File: config.mk
export PLATFORM = sky130hd
export DESIGN_NAME = mpy_result_accumulator_flat
export DESIGN_NICKNAME = d
export VERILOG_FILES = /design/src/rtl/mpy_result_accumulator_if.sv /design/src/rtl/mpy_result_accumulator.sv /design/src/flat_wrapper.sv
export SDC_FILE = /design/constraint.sdc
export NUM_CORES = 1
export LEC_CHECK = 0
export CORE_MARGIN = 3
export CORE_UTILIZATION = 26
export CTS_BUF_LIST = sky130_fd_sc_hd__clkbuf_2 sky130_fd_sc_hd__clkbuf_4 sky130_fd_sc_hd__clkbuf_8
export DETAILED_ROUTE_END_ITERATION = 12
export PLACE_DENSITY = 0.46
export SYNTH_ARGS = -nofsm -noshare
export SYNTH_HDL_FRONTEND = slang
export SYNTH_SLANG_ARGS = --single-unit
File: constraint.sdc
create_clock -name clk -period 4.6 [get_ports clk]
set_clock_uncertainty 0.15 [all_clocks]
set_input_delay 1.38 -clock clk [delete_from_list [all_inputs] [get_ports clk]]
set_output_delay 1.38 -clock clk [all_outputs]
set_load 0.005 [all_outputs]
File: src/rtl/mpy_result_accumulator_if.sv
// Product-in / result-out bundle for the multiplier result accumulator.
// master = product source and result consumer (testbench / upstream glue),
// slave  = the accumulator itself.
interface mpy_result_accumulator_if #(
    parameter int PROD_W = 64,
    parameter int ACC_W  = 72,
    parameter int CNT_W  = 16
);
    logic              in_valid;
    logic              in_ready;
    logic [PROD_W-1:0] product;
    logic              last;
    logic              out_valid;
    logic              out_ready;
    logic [ACC_W-1:0]  acc_out;
    logic [CNT_W-1:0]  count;
    logic              overflow;

    modport master (
        output in_valid, product, last, out_ready,
        input  in_ready, out_valid, acc_out, count, overflow
    );

    modport slave (
        input  in_valid, product, last, out_ready,
        output in_ready, out_valid, acc_out, count, overflow
    );
endinterface

File: src/rtl/mpy_result_accumulator.sv
// Signed burst accumulator behind the 32x32 multiplier.
// Sums a burst of two's-complement products into a saturating wide
// accumulator and presents the total, term count and a sticky overflow
// flag through a valid/ready handshake. A burst closes on 'last' or on
// the MAX_TERMS-th accepted term, whichever comes first.
module mpy_result_accumulator #(
    parameter int PROD_W    = 64,
    parameter int ACC_W     = 72,
    parameter int CNT_W     = 16,
    parameter int MAX_TERMS = 256
) (
    input  logic                         clk,
    input  logic                         rst_n,
    input  logic                         clr,
    mpy_result_accumulator_if.slave      bus
);

    // Term index at which an accepted beat closes the burst on its own.
    localparam logic [CNT_W-1:0] LIMIT_CNT = CNT_W'(MAX_TERMS - 1);
    // Sign-extension bits needed to lift a product to the ACC_W+1 sum width.
    localparam int EXT_W = ACC_W + 1 - PROD_W;

    typedef enum logic [1:0] {
        ST_IDLE = 2'd0,
        ST_ACC  = 2'd1,
        ST_HOLD = 2'd2
    } state_t;

    // True when an ACC_W+1 bit sum no longer fits the ACC_W signed range.
    function automatic logic sum_overflows(input logic [ACC_W:0] s);
        return s[ACC_W] ^ s[ACC_W-1];
    endfunction

    // Clamp an ACC_W+1 bit sum to the most positive / most negative value.
    function automatic logic [ACC_W-1:0] saturate(input logic [ACC_W:0] s);
        logic [ACC_W-1:0] r;
        if (sum_overflows(s)) begin
            if (s[ACC_W]) begin
                r = {1'b1, {(ACC_W-1){1'b0}}};
            end else begin
                r = {1'b0, {(ACC_W-1){1'b1}}};
            end
        end else begin
            r = s[ACC_W-1:0];
        end
        return r;
    endfunction

    state_t             state_r, state_nxt_s;
    logic [ACC_W-1:0]   acc_r, acc_nxt_s;
    logic [CNT_W-1:0]   count_r, count_nxt_s;
    logic               ovf_r, ovf_nxt_s;
    logic               out_valid_r;
    logic               in_ready_r;
    logic               accept_s;
    logic               closing_s;
    logic [ACC_W:0]     sum_s;

    // Next-state, accumulate and saturate logic; clr overrides everything.
    always_comb begin
        state_nxt_s = state_r;
        acc_nxt_s   = acc_r;
        count_nxt_s = count_r;
        ovf_nxt_s   = ovf_r;
        accept_s    = bus.in_valid & in_ready_r;
        closing_s   = bus.last | (count_r == LIMIT_CNT);
        sum_s       = {acc_r[ACC_W-1], acc_r}
                    + {{EXT_W{bus.product[PROD_W-1]}}, bus.product};

        if (clr) begin
            state_nxt_s = ST_IDLE;
            acc_nxt_s   = {ACC_W{1'b0}};
            count_nxt_s = {CNT_W{1'b0}};
            ovf_nxt_s   = 1'b0;
        end else begin
            case (state_r)
                ST_IDLE, ST_ACC: begin
                    if (accept_s) begin
                        acc_nxt_s   = saturate(sum_s);
                        count_nxt_s = count_r + {{(CNT_W-1){1'b0}}, 1'b1};
                        ovf_nxt_s   = ovf_r | sum_overflows(sum_s);
                        if (closing_s) begin
                            state_nxt_s = ST_HOLD;
                        end else begin
                            state_nxt_s = ST_ACC;
                        end
                    end else begin
                        state_nxt_s = state_r;
                    end
                end
                ST_HOLD: begin
                    if (bus.out_ready) begin
                        state_nxt_s = ST_IDLE;
                        acc_nxt_s   = {ACC_W{1'b0}};
                        count_nxt_s = {CNT_W{1'b0}};
                        ovf_nxt_s   = 1'b0;
                    end else begin
                        state_nxt_s = ST_HOLD;
                    end
                end
                default: begin
                    state_nxt_s = ST_IDLE;
                    acc_nxt_s   = {ACC_W{1'b0}};
                    count_nxt_s = {CNT_W{1'b0}};
                    ovf_nxt_s   = 1'b0;
                end
            endcase
        end
    end

    // State, datapath and handshake registers; handshake flags follow next state.
    always_ff @(posedge clk or negedge rst_n) begin
        if (!rst_n) begin
            state_r     <= ST_IDLE;
            acc_r       <= {ACC_W{1'b0}};
            count_r     <= {CNT_W{1'b0}};
            ovf_r       <= 1'b0;
            out_valid_r <= 1'b0;
            in_ready_r  <= 1'b1;
        end else begin
            state_r     <= state_nxt_s;
            acc_r       <= acc_nxt_s;
            count_r     <= count_nxt_s;
            ovf_r       <= ovf_nxt_s;
            out_valid_r <= (state_nxt_s == ST_HOLD);
            in_ready_r  <= (state_nxt_s != ST_HOLD);
        end
    end

    assign bus.in_ready  = in_ready_r;
    assign bus.out_valid = out_valid_r;
    assign bus.acc_out   = acc_r;
    assign bus.count     = count_r;
    assign bus.overflow  = ovf_r;

endmodule

File: src/flat_wrapper.sv
// flat-port wrapper written by rule: the top's interface ports become plain ports
module mpy_result_accumulator_flat 
#(
    parameter int PROD_W    = 64,
    parameter int ACC_W     = 72,
    parameter int CNT_W     = 16,
    parameter int MAX_TERMS = 256
)
  (clk, rst_n, clr, bus_in_valid, bus_product, bus_last, bus_out_ready, bus_in_ready, bus_out_valid, bus_acc_out, bus_count, bus_overflow);
  mpy_result_accumulator_if #(.PROD_W(PROD_W), .ACC_W(ACC_W), .CNT_W(CNT_W)) bus_i ();
  input  logic clk;
  input  logic rst_n;
  input  logic clr;
  input wire logic [$bits(bus_i.in_valid)-1:0] bus_in_valid;
  input wire logic [$bits(bus_i.product)-1:0] bus_product;
  input wire logic [$bits(bus_i.last)-1:0] bus_last;
  input wire logic [$bits(bus_i.out_ready)-1:0] bus_out_ready;
  output wire logic [$bits(bus_i.in_ready)-1:0] bus_in_ready;
  output wire logic [$bits(bus_i.out_valid)-1:0] bus_out_valid;
  output wire logic [$bits(bus_i.acc_out)-1:0] bus_acc_out;
  output wire logic [$bits(bus_i.count)-1:0] bus_count;
  output wire logic [$bits(bus_i.overflow)-1:0] bus_overflow;
  assign bus_i.in_valid = bus_in_valid;
  assign bus_i.product = bus_product;
  assign bus_i.last = bus_last;
  assign bus_i.out_ready = bus_out_ready;
  assign bus_in_ready = bus_i.in_ready;
  assign bus_out_valid = bus_i.out_valid;
  assign bus_acc_out = bus_i.acc_out;
  assign bus_count = bus_i.count;
  assign bus_overflow = bus_i.overflow;
  mpy_result_accumulator #(.PROD_W(PROD_W), .ACC_W(ACC_W), .CNT_W(CNT_W), .MAX_TERMS(MAX_TERMS)) u_core (.clk(clk), .rst_n(rst_n), .clr(clr), .bus(bus_i));
endmodule
=== After elaboration in Yosys (flattened, before gate mapping) ===
Cells that the tools add are included.

* Flip-flop bits (word level): 93
* Bits of input ports: 70
* Output and inout bits: 91

* Add/sub/neg operators: 2
* Equality and inequality tests: 7
* Muxes and demuxes: 19
* Bitwise logic cells: 4
* Reduce and logical (&&, ||, !) cells: 3

{| class="wikitable"
|+ Operators by type and width
! kind !! count
|-
| 2-to-1 mux 72 bit || 5
|-
| one-hot mux 72 bit (2 select lines) || 1
|-
| adder 72 x 64 -> 73 bit || 1
|-
| 2-to-1 mux 16 bit || 3
|-
| one-hot mux 16 bit (2 select lines) || 1
|-
| adder 16 x 1 -> 16 bit (second input constant) || 1
|-
| == test 16 x 8 -> 1 bit (second input constant) || 1
|-
| 2-to-1 mux 2 bit || 4
|-
| == test 2 bit (second input constant) || 2
|-
| one-hot mux 2 bit (2 select lines) || 1
|-
| 2-to-1 mux 1 bit || 3
|-
| inequality test 3 x 2 -> 1 bit (second input constant) || 1
|-
| inequality test 3 bit (second input constant) || 1
|-
| == test 2 x 1 -> 1 bit (second input constant) || 1
|-
| zero test 2 bit || 1
|-
| inequality test 2 bit (second input constant) || 1
|-
| OR 1 bit || 2
|-
| one-hot mux 1 bit (2 select lines) || 1
|-
| AND reduction 2 bit || 1
|-
| OR reduction 2 bit || 1
|-
| AND 1 bit || 1
|-
| XOR 1 bit || 1
|}

=== Logic depth before layout (Yosys ltp) ===
Gate-level depths: netlist of the first run.

* Word-level depth: 7
* Gate-level depth with buffers: 14
* Gate-level depth less buffers: 12

=== Least setup slack after synthesis of the first run ===
OpenSTA, ideal clock, no wires.

* Kind: in2reg
* Start: input bus_product[0]
* End: register u_core.acc_r[55], in the netlist u_core.bus.acc_out[55]
* Library setup time: 0.130 ns
* Arrival time: 4.168 ns
* Data required time: 4.320 ns
* Setup slack: 0.152 ns
* Cell stages on the path: 14
* Cells stage by stage: ha_1 -> fa_1 -> a211oi_1 -> o21ai_1 -> o2111a_1 -> o21ai_1 -> a211o_1 -> a211oi_2 -> o2111a_2 -> o21a_1 -> buf_2 -> buf_2 -> nor3b_1 -> a22oi_2

* Cells in the longest elaborated chain, start to end: 6
* Elaborated cells on any way between the ends: 7

{| class="wikitable"
|+ Ends and longest elaborated chain
! what !! line !! RTL
|-
| start: declaration || flat_wrapper.sv:15 || <nowiki>input wire logic [$bits(bus_i.product)-1:0] bus_product;</nowiki>
|-
| adder 72 x 64 -> 73 bit * || mpy_result_accumulator.sv:68 || <nowiki>+ {{EXT_W{bus.product[PROD_W-1]}}, bus.product};</nowiki>
|-
| 2-to-1 mux 72 bit / XOR 1 bit (equally long branches) || mpy_result_accumulator.sv:38, mpy_result_accumulator.sv:31 ||
|-
| 2-to-1 mux 72 bit * || mpy_result_accumulator.sv:37 || <nowiki>if (sum_overflows(s)) begin</nowiki>
|-
| 2-to-1 mux 72 bit * || mpy_result_accumulator.sv:78 || <nowiki>if (accept_s) begin</nowiki>
|-
| one-hot mux 72 bit (2 select lines) * || mpy_result_accumulator.sv:76 || <nowiki>case (state_r)</nowiki>
|-
| 2-to-1 mux 72 bit * || mpy_result_accumulator.sv:70 || <nowiki>if (clr) begin</nowiki>
|-
| end signal: assignment || mpy_result_accumulator.sv:115 || <nowiki>acc_r <= {ACC_W{1'b0}};</nowiki>
|-
| end signal: assignment || mpy_result_accumulator.sv:122 || <nowiki>acc_r <= acc_nxt_s;</nowiki>
|-
| end: declaration || mpy_result_accumulator.sv:50 || <nowiki>logic [ACC_W-1:0] acc_r, acc_nxt_s;</nowiki>
|}

Every way passes the cells marked *; elsewhere a longest branch is shown, timed or not. The select of a mux whose other input is x is not followed.
A chain may end at the register's enable or synchronous reset.

=== Worst setup path in the final report of the first run ===
* Start: input bus_product[22]
* End: register u_core.acc_r[42], in the netlist u_core.bus.acc_out[42]

The elaborated chain is that of the path after synthesis.

==> results of run 1 <==
-- registers in the layout (all words and copies together), names as in the netlist --
signal	cells
u_core.bus.count	16
u_core.bus.acc_out	72
u_core.state_r	2
u_core.bus.out_valid	1
u_core.bus.overflow	1
u_core.bus.in_ready	1
-- synth_stat cells, drive strengths merged (2+ instances only) --
cell type / count / area [um2]
o21ai: 127 / 636
and3: 11 / 68.8
a21boi: 2 / 15.0
inv: 27 / 101
a22oi: 4 / 45.1
a211oi: 11 / 87.6
nor3b: 8 / 60.1
and2: 8 / 50.1
nor4: 9 / 56.3
nand3: 16 / 80.1
a221oi: 3 / 26.3
buf: 14 / 78.8
o31a: 2 / 17.5
a41oi: 2 / 17.5
o2111a: 2 / 23.8
xor2: 30 / 263
nand4: 33 / 206
nand2: 141 / 529
a211o: 3 / 27.5
a21oi: 114 / 582
a311oi: 2 / 17.5
or3: 14 / 87.6
a31o: 2 / 17.5
nor2: 56 / 210
a221o: 5 / 50.1
or4: 3 / 26.3
a41o: 2 / 20.0
nor2b: 7 / 43.8
dfrtp: 92 / 2300
nor3: 80 / 412
a31oi: 7 / 43.8
xnor2: 43 / 377
a21o: 44 / 330
o211ai: 6 / 45.0
o21bai: 26 / 195
nand2b: 8 / 50.1
o31ai: 3 / 22.5
or2: 6 / 37.5
o221ai: 3 / 26.3
clkbuf: 47 / 176
ha: 73 / 913
o21a: 5 / 37.5
-- worst max-delay path, stage by stage --
cell,delay (ps)
clkdlybuf4s50_1,460
ha_4,310
and2_4,160
and3_1,170
a21oi_1,90
o31a_1,280
a211o_1,330
a211oi_2,310
o2111a_2,280
nor3_4,70
a211o_4,440
clkbuf_16,230
o21ai_1,140
-- area by class of cell --
type | instances | area [um2]
Fill cell | 3360 | 19100
Multi-Input combinational cell | 932 | 6070
Timing Repair Buffer | 411 | 3670
Clock inverter | 6 | 53.8
Inverter | 27 | 101
Tap cell | 435 | 544
Sequential cell | 93 | 2330
Clock buffer | 10 | 131
-- per-stage QoR --
stage	power [W]	setup slack, ps
after floorplan	0.00289	152
after global placement	0.00452	-429
after detailed placement	0.00452	-464
after CTS	0.00516	-3.61
after global routing	0.00572	2.39
final	0.00527	101
-- cell families after synthesis --
group | synth area share (%)
flops | 27.2
compound gates | 27.5
xor+xnor | 7.48
buf+inv | 4.17
fa+ha+maj | 10.9
simple gates | 22.7
-- path summary, 6_finish.rpt --
check	endpoint	cells after the start
worst max-delay path	u_core.bus.acc_out[42]	13
worst min-delay path	u_core.bus.acc_out[56]	2
worst max register to register	u_core.bus.acc_out[42]	13
worst min register to register	u_core.bus.acc_out[56]	2
max in group asynchronous	u_core.bus.in_ready	2
min in group asynchronous	u_core.bus.acc_out[55]	1
-- placed cells by master (no fill, tap or decap), drive strengths merged, types with 44 or more instances in the layout --
cell	netlist	final
clkdlybuf4s50	0	159
buf	14	248
nor3	80	80
dfrtp	92	92
nor2	56	56
ha	73	73
a21o	44	44
a21oi	114	114
nand2	141	141
o21ai	127	127
-- repair_timing --
item | 4_1_cts | 5_1_grt
endpoints found under the setup margin | 29 | 72
buffers inserted | 0 | 4
pin swaps | 1 | 7
cloned | 0 | 4
gates resized for setup | 2 | 46
-- per-layer routing --
layer  global-route usage, %  wire length (um)  vias up
met1                    26.1             16500     4533
met2                    28.8             14900      217
met5                       0                 0        -
met4                    3.63               333        0
li1                        -                 -     4790
met3                    2.77              1350       20
-- power breakdown --
group | switching [W] | internal (W)
Sequential | 0.000158 | 0.000968
Combinational | 0.00173 | 0.00181
Clock | 0.000384 | 0.000216
Total | 0.00228 | 0.00299
==> metrics.txt, run 1 <==
Rel. slew slack 48.0%; HP Class register to register; DP Area 12300 um2; Detail Placement HPWL 25400 um; Reg-to-Reg Start u_core.bus.acc_out[1]; status completed; EDFF count, synth 0; sequential-to-total area share from yosys stat 27.2%; syn_area_per_cell 7.68 um2; CTS Buf Count 9; mapped cell area 8550 um2; worst-path fanout max 13; Initial Utilization 26.8%; critical path class primary input to register; largest net degree at the start of global routing 60; f_max 222 MHz; ys async rst share 100%; DRT iter0 DRCs 634; Hold WS 385 ps; antenna violations before repair 0; Crit. End Element register; Pwr per Cell Area 409 nW/um2; vias in the first global route 9641; # nets final 1618; port bufs 160; Mapped Cells 1113; area of the core 32000 um2; clock root cell clkbuf_8; CTS tree yes; Peak supply drop 0.175 mV; All-Layer GR Usage 18.1%; crit path launch bus_product[22]; max-cap viol count 0; diode count 0; design area 12900 um2; routability congestion estimate 0.861; DIE AREA 35100 um2; number of routed nets with antenna violations 0; global-route wire length before repair 52400 um; vias 9560; Final min period 4500 ps; synthesis-to-layout area growth 50.8%; Worst EP arrival 4670 ps; min-delay src u_core.bus.acc_out[56]; final hold vios 0; TritonCTS Sinks 93; YS warnings 0; required time of the critical path 4770 ps; drt first pass iters 5; Primary FF master, synth dfrtp_1; boundary pin count 161; Finish-stage setup viols 0; routed length per instance 17.3 um; Tcrit/Tclk final 97.8%; Reg2Reg Setup Slack 1070 ps; H-tree depth 3; CTS Buffer Depth 2; static leakage 5.88 nW; Hold Buf Count CTS 0; proportion of layout cells with a drive suffix above 1 22.0%; worst-margin pin slew 778 ps; Mapped Nets 1257; Inst Count DP 1890; utilization after layout 40.3%; post-route non-filler standard cell count 1914; count of unique library cells instantiated by Yosys 64; DR vias/cell 4.99; Routed WL 33100 um; fin. max-slew vios 0; row count 65; RSZ-0062 raised after global routing false; clock transition at the registers of the reported paths 110 ps; setup TNS 0 ps; Die Ht 187 um; worst skew pair latency 400 ps; Die Span X 187 um; startpoint types primary input; GR Overflow Total 0; DRC Markers 0; FF+latch count, synth 93
(Power assumes the default switching activity.)
==> inputs of run 2 (changes only) <==
- SKIP_CTS_REPAIR_TIMING: default -> 1
- SLEW_MARGIN: default -> 15
==> run 2 against run 1 <==
Setup slack lost 65 ps. Critical path depth grew 1. Die area is the same. Hold slack gained 0.93 ps. Via count grew 1.3%.
==> metrics.txt, run 2 (same netlist as run 1, synthesis figures left out) <==
antenna violations before repair 0; global-route wire length before repair 52400 um; Initial Utilization 26.8%; f_max 219 MHz; diode count 0; slowest CP cell clkdlybuf4s50_1; critical path class primary input to register; FILL cells 3339; routed length per instance 17.8 um; DP Area 12300 um2; Reg-to-Reg Start u_core.bus.acc_out[0]; startpoint types primary input; clock transition at the registers of the reported paths 110 ps; All-Layer GR Usage 18.1%; CTS tree yes; top cell family by delay on the critical path buffers and inverters; status completed; critical-path cell list clkdlybuf4s50_1 -> buf_4 -> buf_4 -> ha_1 -> and3_1 -> nand2_1 -> o21ai_0 -> a221o_1 -> a21oi_1 -> buf_4 -> nor3b_2 -> a211o_4 -> clkbuf_16 -> o21ai_1; vias in the first global route 9646; Detail Placement HPWL 25400 um; critical path's most frequent cell buf_4; Rel. slew slack 47.6%; worst skew pair latency 400 ps; row count 65; final worst setup slack 35.9 ps; Crit. End Element register; commonest non-fill, non-tap cell in the layout buf_4; Reg2Reg Setup Slack 970 ps; Final min period 4560 ps; CTS Buf Count 9; port bufs 160; Finish-stage setup viols 0; routability congestion estimate 0.861; final hold vios 0; fin. max-slew vios 0; worst-path fanout max 7; H-tree depth 3; DIE AREA 35100 um2; Routed WL 34200 um; vias 9684; commonest non-fill, non-tap cells in the layout buf_4, clkdlybuf4s50_1, nand2_1, a21oi_1, dfrtp_1; crit path launch bus_product[63]; drt first pass iters 5; worst-margin pin slew 785 ps; largest net degree at the start of global routing 60; design area 13100 um2; worst path bufs/invs 5; # nets final 1626; CTS Buffer Depth 2; Overall Power 0.00534 W; boundary pin count 161; static leakage 5.97 nW; number of routed nets with antenna violations 0; HP Class register to register; DR vias/cell 5.04; Die Ht 187 um; DRC Markers 0; Tcrit/Tclk final 99.2%; clock root cell clkbuf_8; Worst EP arrival 4700 ps; required time of the critical path 4740 ps; setup slack at placement -464 ps; max-cap viol count 0; Peak supply drop 0.157 mV; Hold WS 386 ps; proportion of layout cells with a drive suffix above 1 22.7%; DRT iter0 DRCs 648; Pwr per Cell Area 408 nW/um2; slowest stage delay, CP 470 ps; TritonCTS Sinks 93; synthesis-to-layout area growth 53.2%; min-delay src u_core.bus.acc_out[52]; Die Span X 187 um; max FFs per register 72; area of the core 32000 um2; GR Overflow Total 0
[run 2: final timing paths]
path,endpoint,depth (start not counted)
setup / recovery,u_core.bus.acc_out[42],14
hold / removal,u_core.bus.acc_out[52],2
setup reg to reg,u_core.bus.acc_out[42],13
hold reg to reg,u_core.bus.acc_out[52],2
max in group asynchronous,u_core.bus.in_ready,2
min in group asynchronous,u_core.bus.acc_out[55],1
[run 2: layer usage]
| layer | GRT usage, % | wire length, um | up-vias |
|---|---|---|---|
| li1 | - | - | 4807 |
| met1 | 26.1 | 16800 | 4605 |
| met2 | 28.8 | 15600 | 249 |
| met3 | 2.77 | 1510 | 23 |
| met4 | 3.63 | 347 | 0 |
| met5 | 0 | 0 | - |
[run 2: metrics by stage]
step,cells,util [%],setup TNS [ps]
final,1922,41.0,0
after global routing,1922,41.0,-99.5
after CTS,1906,39.2,-428
after detailed placement,1890,38.6,-29030
after global placement,1890,38.6,-25880
after floorplan,1113,-,0
[run 2: area by class of cell]
type	count	area (um2)	area share, %
Clock buffer	10	131	1.00
Clock inverter	6	53.8	0.411
Inverter	27	101	0.774
Multi-Input combinational cell	933	6160	47.0
Sequential cell	93	2330	17.8
Tap cell	435	544	4.16
Timing Repair Buffer	418	3780	28.8
[run 2: report_power, final]
| part | leakage [nW] | internal [W] | switching, W |
|---|---|---|---|
| combinational | 4.62 | 0.00185 | 0.00176 |
| sequential | 1.25 | 0.000968 | 0.000164 |
| clock | 0.0985 | 0.000216 | 0.000385 |
[run 2: worst reg2reg max path: stages (launching register included)]
cell	delay, ps
dfrtp_1	450
ha_4	190
fa_2	350
a211oi_2	250
o21ai_2	100
o2111a_2	310
o21ai_2	160
a211o_1	180
a211oi_2	100
o2111a_2	310
nor3_4	310
a211o_4	360
clkbuf_16	230
o21ai_1	70
==> inputs of run 3 (changes only) <==
- GPL_TIMING_DRIVEN: default -> 1
==> results of run 3 <==
Final layout, timing and power as in run 2 (identical DEF).
